--- src/rtl/phi2_bus_sequencer_if.sv ---
// Shared-bus bundle between the PHI2 sequencer and its environment
// (CPU core pins, address decoder, aux requester, SRAM/peripheral bus).
// master = sequencer side, slave = environment side.
//   o_Phi2 / o_Phi2_Rise_En / o_Phi2_Fall_En : CPU clock and phase enables
//   o_Cpu_Rdy                                : CPU RDY pin
//   o_Mem_Sel / o_Mem_Strobe                 : port owner (1 = aux), access launch
//   o_Aux_Ack                                : aux access complete
//   i_Cpu_Valid / i_Cpu_Slow / i_Aux_Req     : CPU access, slow decode, aux request
interface phi2_bus_sequencer_if;
  logic o_Phi2;
  logic o_Phi2_Rise_En;
  logic o_Phi2_Fall_En;
  logic i_Cpu_Valid;
  logic i_Cpu_Slow;
  logic o_Cpu_Rdy;
  logic o_Mem_Sel;
  logic o_Mem_Strobe;
  logic i_Aux_Req;
  logic o_Aux_Ack;

  modport master (
    output o_Phi2, o_Phi2_Rise_En, o_Phi2_Fall_En,
    output o_Cpu_Rdy, o_Mem_Sel, o_Mem_Strobe, o_Aux_Ack,
    input  i_Cpu_Valid, i_Cpu_Slow, i_Aux_Req
  );

  modport slave (
    input  o_Phi2, o_Phi2_Rise_En, o_Phi2_Fall_En,
    input  o_Cpu_Rdy, o_Mem_Sel, o_Mem_Strobe, o_Aux_Ack,
    output i_Cpu_Valid, i_Cpu_Slow, i_Aux_Req
  );
endinterface

--- src/rtl/phi2_bus_sequencer.sv ---
// Purpose: derives PHI2 and its phase enables from the system clock and
//   time-slices one memory port: PHI2-low half to aux, PHI2-high half to CPU.
// Latency: every output is registered off the next phase value, so an
//   output "in phase p" is high exactly while the phase counter equals p.
// Backpressure: the CPU is stalled through RDY for SLOW_WAIT PHI2 cycles on a
//   slow access; aux requests are a level, served one slot per cycle, no stall.
// Ports: i_Clk_12MHz (system clock), i_Reset (async, active high),
//   bus (phi2_bus_sequencer_if.master: PHI2/enables, RDY, memory port, aux).
module phi2_bus_sequencer #(
  parameter int CYCLE_LEN = 4,  // system clocks per PHI2 cycle, even, >= 4
  parameter int SLOW_WAIT = 2   // PHI2 cycles of RDY low per slow access, 0..7
) (
  input  logic                        i_Clk_12MHz,
  input  logic                        i_Reset,
  phi2_bus_sequencer_if.master        bus
);

  localparam int H  = CYCLE_LEN / 2;
  localparam int PW = $clog2(CYCLE_LEN);

  localparam logic [PW-1:0] PH_LAST = PW'(CYCLE_LEN - 1);
  localparam logic [PW-1:0] PH_HM1  = PW'(H - 1);
  localparam logic [PW-1:0] PH_H    = PW'(H);
  localparam logic [PW-1:0] PH_H1   = PW'(H + 1);
  localparam logic [2:0]    WAIT_LD = 3'(SLOW_WAIT);

  logic [PW-1:0] phase_q, phase_d;
  logic          phi2_q, phi2_d;
  logic          rise_q, rise_d;
  logic          fall_q, fall_d;
  logic          sel_q, sel_d;
  logic          strobe_q, strobe_d;
  logic          ack_q, ack_d;
  logic          rdy_q, rdy_d;
  logic [2:0]    wait_q, wait_d;
  logic          done_q, done_d;

  always_comb begin
    phase_d  = (phase_q == PH_LAST) ? '0 : phase_q + 1'b1;
    phi2_d   = (phase_d >= PH_H);
    rise_d   = (phase_d == PH_H);
    fall_d   = (phase_d == '0);

    // Aux ownership is decided once at phase 0 and held through phase H-1.
    if (phase_d == '0) begin
      sel_d = bus.i_Aux_Req;
    end else if (phase_d < PH_H) begin
      sel_d = sel_q;
    end else begin
      sel_d = 1'b0;
    end

    strobe_d = ((phase_d == '0) && bus.i_Aux_Req) ||
               ((phase_d == PH_H) && bus.i_Cpu_Valid);
    ack_d    = (phase_d == PH_HM1) && sel_d;

    // Wait counter and done flag only move at the CPU slot edge. The done
    // flag blocks re-triggering on the cycle in which the stall releases.
    wait_d = wait_q;
    done_d = done_q;
    if (phase_d == PH_H) begin
      if (done_q) begin
        done_d = 1'b0;
      end
      if (wait_q != 3'd0) begin
        wait_d = wait_q - 3'd1;
        if (wait_q == 3'd1) begin
          done_d = 1'b1;
        end
      end else if (bus.i_Cpu_Valid && bus.i_Cpu_Slow && !done_q &&
                   (WAIT_LD != 3'd0)) begin
        wait_d = WAIT_LD;
      end
    end

    // RDY only changes one clock after the CPU slot edge, so the stall
    // window spans exactly SLOW_WAIT full PHI2 cycles.
    rdy_d = rdy_q;
    if (phase_d == PH_H1) begin
      rdy_d = (wait_q == 3'd0);
    end
  end

  always_ff @(posedge i_Clk_12MHz or posedge i_Reset) begin
    if (i_Reset) begin
      phase_q  <= '0;
      phi2_q   <= 1'b0;
      rise_q   <= 1'b0;
      fall_q   <= 1'b0;
      sel_q    <= 1'b0;
      strobe_q <= 1'b0;
      ack_q    <= 1'b0;
      rdy_q    <= 1'b1;
      wait_q   <= 3'd0;
      done_q   <= 1'b0;
    end else begin
      phase_q  <= phase_d;
      phi2_q   <= phi2_d;
      rise_q   <= rise_d;
      fall_q   <= fall_d;
      sel_q    <= sel_d;
      strobe_q <= strobe_d;
      ack_q    <= ack_d;
      rdy_q    <= rdy_d;
      wait_q   <= wait_d;
      done_q   <= done_d;
    end
  end

  assign bus.o_Phi2         = phi2_q;
  assign bus.o_Phi2_Rise_En = rise_q;
  assign bus.o_Phi2_Fall_En = fall_q;
  assign bus.o_Mem_Sel      = sel_q;
  assign bus.o_Mem_Strobe   = strobe_q;
  assign bus.o_Aux_Ack      = ack_q;
  assign bus.o_Cpu_Rdy      = rdy_q;

endmodule

--- src/flat_wrapper.sv ---
// flat-port wrapper written by rule: the top's interface ports become plain ports
module phi2_bus_sequencer_flat 
#(
  parameter int CYCLE_LEN = 4,                                             
  parameter int SLOW_WAIT = 2                                                  
)
  (i_Clk_12MHz, i_Reset, bus_o_Phi2, bus_o_Phi2_Rise_En, bus_o_Phi2_Fall_En, bus_o_Cpu_Rdy, bus_o_Mem_Sel, bus_o_Mem_Strobe, bus_o_Aux_Ack, bus_i_Cpu_Valid, bus_i_Cpu_Slow, bus_i_Aux_Req);
  phi2_bus_sequencer_if bus_i ();
  input  logic i_Clk_12MHz;
  input  logic i_Reset;
  output wire logic [$bits(bus_i.o_Phi2)-1:0] bus_o_Phi2;
  output wire logic [$bits(bus_i.o_Phi2_Rise_En)-1:0] bus_o_Phi2_Rise_En;
  output wire logic [$bits(bus_i.o_Phi2_Fall_En)-1:0] bus_o_Phi2_Fall_En;
  output wire logic [$bits(bus_i.o_Cpu_Rdy)-1:0] bus_o_Cpu_Rdy;
  output wire logic [$bits(bus_i.o_Mem_Sel)-1:0] bus_o_Mem_Sel;
  output wire logic [$bits(bus_i.o_Mem_Strobe)-1:0] bus_o_Mem_Strobe;
  output wire logic [$bits(bus_i.o_Aux_Ack)-1:0] bus_o_Aux_Ack;
  input wire logic [$bits(bus_i.i_Cpu_Valid)-1:0] bus_i_Cpu_Valid;
  input wire logic [$bits(bus_i.i_Cpu_Slow)-1:0] bus_i_Cpu_Slow;
  input wire logic [$bits(bus_i.i_Aux_Req)-1:0] bus_i_Aux_Req;
  assign bus_o_Phi2 = bus_i.o_Phi2;
  assign bus_o_Phi2_Rise_En = bus_i.o_Phi2_Rise_En;
  assign bus_o_Phi2_Fall_En = bus_i.o_Phi2_Fall_En;
  assign bus_o_Cpu_Rdy = bus_i.o_Cpu_Rdy;
  assign bus_o_Mem_Sel = bus_i.o_Mem_Sel;
  assign bus_o_Mem_Strobe = bus_i.o_Mem_Strobe;
  assign bus_o_Aux_Ack = bus_i.o_Aux_Ack;
  assign bus_i.i_Cpu_Valid = bus_i_Cpu_Valid;
  assign bus_i.i_Cpu_Slow = bus_i_Cpu_Slow;
  assign bus_i.i_Aux_Req = bus_i_Aux_Req;
  phi2_bus_sequencer #(.CYCLE_LEN(CYCLE_LEN), .SLOW_WAIT(SLOW_WAIT)) u_core (.i_Clk_12MHz(i_Clk_12MHz), .i_Reset(i_Reset), .bus(bus_i));
endmodule
--- config.mk ---
export PLATFORM = sky130hd
export DESIGN_NAME = phi2_bus_sequencer_flat
export DESIGN_NICKNAME = d
export VERILOG_FILES = /design/src/rtl/phi2_bus_sequencer_if.sv /design/src/rtl/phi2_bus_sequencer.sv /design/src/flat_wrapper.sv
export SDC_FILE = /design/constraint.sdc
export NUM_CORES = 1
export LEC_CHECK = 0
export ABC_AREA = 1
export CORE_AREA = 2 2 39 41
export CTS_CLUSTER_DIAMETER = 200
export DETAILED_ROUTE_END_ITERATION = 12
export DIE_AREA = 0 0 41 43
export DONT_BUFFER_PORTS = 1
export SLEW_MARGIN = 5
export SYNTH_ARGS = -nofsm -noshare
export SYNTH_HDL_FRONTEND = slang
export SYNTH_SLANG_ARGS = --single-unit
--- constraint.sdc ---
create_clock -name i_Clk_12MHz -period 2.1 [get_ports i_Clk_12MHz]
set_clock_uncertainty 0.2 [all_clocks]
set_input_delay 0.105 -clock i_Clk_12MHz [delete_from_list [all_inputs] [get_ports i_Clk_12MHz]]
set_output_delay 0.105 -clock i_Clk_12MHz [all_outputs]
set_load 0.01 [all_outputs]
**After elaboration in Yosys (flattened, before gate mapping)**

Index checks and enable logic that the tools add are counted.

- Word-level logic and storage cells: 38
- Register bits after elaboration: 13
- Bits of input ports: 5

- Equal/unequal tests: 5
- Reduce and logical (&&, ||, !) cells: 12
- $lt $le $gt $ge: 2
- Add/sub/neg operators: 2
- Multiplexer cells: 7

Operator list:

| cell | number |
|---|---|
| 2-bit equality test, second input constant | 3 |
| 3-bit 2-to-1 mux | 2 |
| 1-bit logical AND | 5 |
| 1-bit 2-to-1 mux | 4 |
| 3-bit by 1-bit equality test with 1-bit output, second input constant | 1 |
| 3-bit zero test | 1 |
| 3-bit nonzero test | 1 |
| 3-bit by 1-bit subtractor with 3-bit output, second input constant | 1 |
| 2-bit by 1-bit adder with 2-bit output, second input constant | 1 |
| 2-bit by 1-bit equality test with 1-bit output, second input constant | 1 |
| 2-bit greater-or-equal comparator, second input constant | 1 |
| 2-bit zero test | 1 |
| 2-bit less-than comparator, second input constant | 1 |
| 2-bit 2-to-1 mux | 1 |
| 2-bit AND reduction | 1 |
| 2-bit nonzero test | 1 |
| 1-bit zero test | 1 |
| 1-bit logical OR | 1 |

**Longest topological paths before layout**

- Depth after elaboration: 6
- Gate-level depth with buffers: 8

**Least setup slack after synthesis**

OpenSTA, ideal clock, no wires.

- Kind: flip-flop to flip-flop
- Start: reg u_core.phase_q[1]
- End: reg u_core.wait_q[1]
- Data required time: 1.784 ns
- Path buffers: 0
- Setup slack: 0.719 ns
- Cell stages (with the launch flop): 9
- Data arrival time: 1.065 ns
- Library setup time: 0.116 ns
- Period minus slack after synthesis: 1.381 ns
- Cells stage by stage: dfrtp_1 > inv_1 > ha_1 > nand2_2 > inv_2 > nand2_2 > nand2_1 > nand2_1 > nand2_1

- Longest elaborated chain between the ends: 4
- Elaborated cells between the ends (all ways): 5

RTL lines:

| item | RTL line | text |
|---|---|---|
| from (decl) | phi2_bus_sequencer.sv:27 | `logic [PW-1:0] phase_q, phase_d;` |
| from (signal assigned) | phi2_bus_sequencer.sv:97 | `phase_q <= phase_d;` |
| 2-bit by 1-bit adder with 2-bit output / 2-bit equality test (equally long branches) | phi2_bus_sequencer.sv:39 | `phase_d = (phase_q == PH_LAST) ? '0 : phase_q + 1'b1;` |
| 2-bit 2-to-1 mux (*) | phi2_bus_sequencer.sv:39 |  |
| 2-bit equality test (*) | -- |  |
| named net u_core.rise_d | phi2_bus_sequencer.sv:29 | `logic rise_q, rise_d;` |
| 2-bit AND reduction (no source line) (*) | -- |  |
| to (signal assigned) | phi2_bus_sequencer.sv:105 | `wait_q <= wait_d;` |
| to (decl) | phi2_bus_sequencer.sv:35 | `logic [2:0] wait_q, wait_d;` |

The timed path passes the listed nets; every way through them passes the cells marked *.
A chain may end at the register's enable or synchronous reset.

**Worst setup path after layout**

- Start: reg u_core.phase_q[1]
- End: reg u_core.strobe_q (netlist: u_core.bus.o_Mem_Strobe)

- Longest elaborated chain between the ends: 5
- Elaborated cells between the ends (all ways): 8

RTL lines:

| item | RTL line | text |
|---|---|---|
| 2-bit by 1-bit adder with 2-bit output / 2-bit equality test (equally long branches) | phi2_bus_sequencer.sv:39 |  |
| 2-bit 2-to-1 mux (*) | phi2_bus_sequencer.sv:39 |  |
| 2-bit equality test (*) | -- |  |
| named net u_core.rise_d | phi2_bus_sequencer.sv:29 |  |
| 1-bit logical AND (*) | phi2_bus_sequencer.sv:54 | `((phase_d == PH_H) && bus.i_Cpu_Valid);` |
| 1-bit logical OR (*) | phi2_bus_sequencer.sv:53 | `strobe_d = ((phase_d == '0) && bus.i_Aux_Req) \|\|` |
| named net u_core.strobe_d | phi2_bus_sequencer.sv:32 | `logic strobe_q, strobe_d;` |
| to (signal assigned) | phi2_bus_sequencer.sv:102 | `strobe_q <= strobe_d;` |
| to (decl) | phi2_bus_sequencer.sv:32 |  |

Marked as above.

==> impl_results.md <==
- Register clock-pin slew on the reported worst setup and hold paths: 0.07 ns
- Final core utilization: 49.01%
- Clock sink total: 12
- Clock root buffer: clkbuf_4
- Die height: 43 um
- ANT nets after route: 0
- Die extent in x: 41 um
- Hold WC Path Type: in2async
- Largest cells by area after synthesis: dfrtp_1, ha_1, nand2_1
- Ant diodes: 0
- Grt ovf: 0
- Top-area cell type share of the netlist area: 48.14%
- Post-DP HPWL: 658.9 um
- Mean Syn Cell Area: 10.03 um2
- First-pass GRT wire length: 1.393 mm
- Final-stage net count: 80
- Hold slack: 0.07509 ns
- Num ports: 12
- Seq cells post-synth: 12
- RSZ-0062 raised after global routing: false
- Synth Instances: 57
- Max-slew violations: 0
- Final cell count without fillers: 82
- Share of cells above drive strength 1: 13.64%
- Max_cap viols: 0
- Worst-Skew Late Latency: 0.27 ns
- Crit Path Class: reg2reg
- Synth Flop Type: dfrtp_1
- Num rows: 14
- CP max stage delay: 0.54 ns
- Pwr dens: 1034 nW/um2
- Hold Violations, Final: 0
- Sequential fraction of the synthesis area: 52.74%
- H-tree levels: 1
- Critical-path cell list: inv_1, ha_1, nand2_2, nand2_1, dlygate4sd3_1
- Die ar.: 1763 um2
- CTS tree: built
- Post-synth EDFFs: 0
- Worst slew pin tran: 0.4280 ns
- Core Box Area: 1384 um2
- Placed insts: 73
- Max VDD drop: 0.5080 mV
- Fin area: 678.2 um2
- DRT Pass-1 Iters: 4
- Aggregate global-route resource usage: 12.92%
- DR vias/cell: 4.512
- TritonCTS buffer count: 3
- Initial antenna violation count: 0
- Crit path DAT: 1.82 ns
- CP max FO: 7
- Setup crit end kind: flop
- Setup ws final: 0.2369 ns
- Slew headroom: 71.44%
- Slowest cell on crit path: dlygate4sd3_1
- Final Cycle Share: 88.72%
- Count of final setup violators: 0
- Number of distinct library cells after synthesis: 16
- Routed length per instance: 10.76 um
- Status: complete, no violations
- Largest net degree at the start of global routing: 13
- Post-CTS Resized: 0
- Worst r2r src: u_core.phase_q[1]$_DFF_PP0_
- Count leader, synth: nand2_1
- Crit path required time: 2.06 ns
- Async set-reset flop share out of synthesis: 100.0%
- Setup crit start: u_core.phase_q[1]$_DFF_PP0_
- Max Root-Sink Buffers: 2
- Reg-to-reg setup timing slack: 0.24 ns
- Syn_nets: 70
- Worst setup SP type: flop
- Drt total wl: 882 um
- Power Total: 0.7012 mW
- Top post-synthesis cells by count: nand2_1, dfrtp_1, inv_1
- Area grow syn2layout: 18.60%
- Placed cell areas: 591.8 um2
- Leak: 0.3660 nW
- Mapped Area: 571.8 um2
- Fin crit period: 1.863 ns
- Pre-CTS WS: 0.5636 ns
- Area leader, netlist: dfrtp_1
- Initial Util: 41.32%
- Vias in the first global route: 338
- RePlAce Congestion: 0.8089
- F_max: 536.7 MHz
- Port Buffers: 0
- Post-route DRC violation count: 0
- DR iter-0 viols: 3
- Vias post-DR: 370
- YS warnings: 0
- Setup_tns: 0 ns
layout by cell type (no fill, tap or decap):
| cell | synthesis | routed |
|---|---|---|
| inv_1 | 9 | 9 |
| a21boi_1 | 1 | 1 |
| nand2_1 | 13 | 13 |
| nand2_2 | 2 | 2 |
| clkbuf_4 | 0 | 3 |
| ha_1 | 8 | 8 |
| dlygate4sd3_1 | 0 | 5 |
| nor2_4 | 1 | 1 |
| nand3_1 | 3 | 3 |
| or2_1 | 1 | 1 |
| nand3b_1 | 1 | 1 |
| dfstp_2 | 1 | 1 |
| dfrtp_1 | 11 | 11 |
| inv_2 | 1 | 1 |
| a21oi_1 | 1 | 1 |
| o22ai_1 | 1 | 1 |
| clkbuf_8 | 0 | 1 |
| nor2_1 | 2 | 2 |
| o21ai_1 | 1 | 1 |
layout make-up:
| cell class | instances | area (um2) |
|---|---|---|
| fillers | 127 | 705.7 |
| clock buffers | 4 | 36.28 |
| inverters | 10 | 37.54 |
| multi-input cells | 35 | 232.7 |
| repair buffers | 5 | 50.05 |
| flip-flops and latches | 12 | 301.5 |
| well taps | 16 | 20.02 |
power breakdown:
part	internal, mW	switching, mW	leakage [nW]
Sequential	0.287	0.0373	0.150
Clock	0.105	0.0774	0.0210
Combinational	0.0823	0.112	0.195
Total	0.474	0.227	0.366
critical path: cells and delay by family, from the launching register on:
family / cells / cell delay, ns
fa+ha+maj: 1 / 0.27
buf+inv: 2 / 0.64
flops: 1 / 0.47
simple gates: 2 / 0.16
worst paths after layout:
| path | end | cells after the start |
|---|---|---|
| min | u_core.bus.o_Mem_Strobe$_DFF_PP0_ | 2 |
| max reg2reg | u_core.bus.o_Mem_Strobe$_DFF_PP0_ | 5 |
| min in group i_Clk_12MHz | u_core.wait_q[1]$_DFFE_PP0P_ | 2 |
| max | u_core.bus.o_Mem_Strobe$_DFF_PP0_ | 5 |
| max in group asynchronous | u_core.bus.o_Cpu_Rdy$_DFFE_PP1N_ | 2 |
| min reg2reg | u_core.wait_q[1]$_DFFE_PP0P_ | 2 |
logic make-up after synthesis:
family | synth area share, %
simple gates | 19.04
flops | 52.74
buf+inv | 6.564
fa+ha+maj | 17.51
compound gates | 4.157
sequential cells by signal, summed over array words and instances (netlist names):
name,count
u_core.bus.o_Mem_Sel,1
u_core.bus.o_Cpu_Rdy,1
u_core.bus.o_Phi2_Fall_En,1
u_core.wait_q,3
u_core.done_q,1
u_core.bus.o_Mem_Strobe,1
u_core.bus.o_Phi2_Rise_En,1
u_core.bus.o_Aux_Ack,1
u_core.phase_q,2
timing repair:
| item | CTS | global route |
|---|---|---|
| hold endpoints to repair | 17 | 0 |
| hold buffers | 5 | 0 |
| buffers inserted | 0 | 0 |
| setup endpoints to repair | 0 | 0 |
metal layers:
| layer | GRT usage, % | part of all wire [%] | vias up |
|---|---|---|---|
| li1 | - | - | 196 |
| met1 | 15.10 | 44 | 160 |
| met2 | 17.19 | 45 | 10 |
| met3 | 4.712 | 6.0 | 4 |
| met4 | 12.00 | 4.3 | 0 |
| met5 | 0 | 0 | - |
Power figures use the tool's default switching activity.
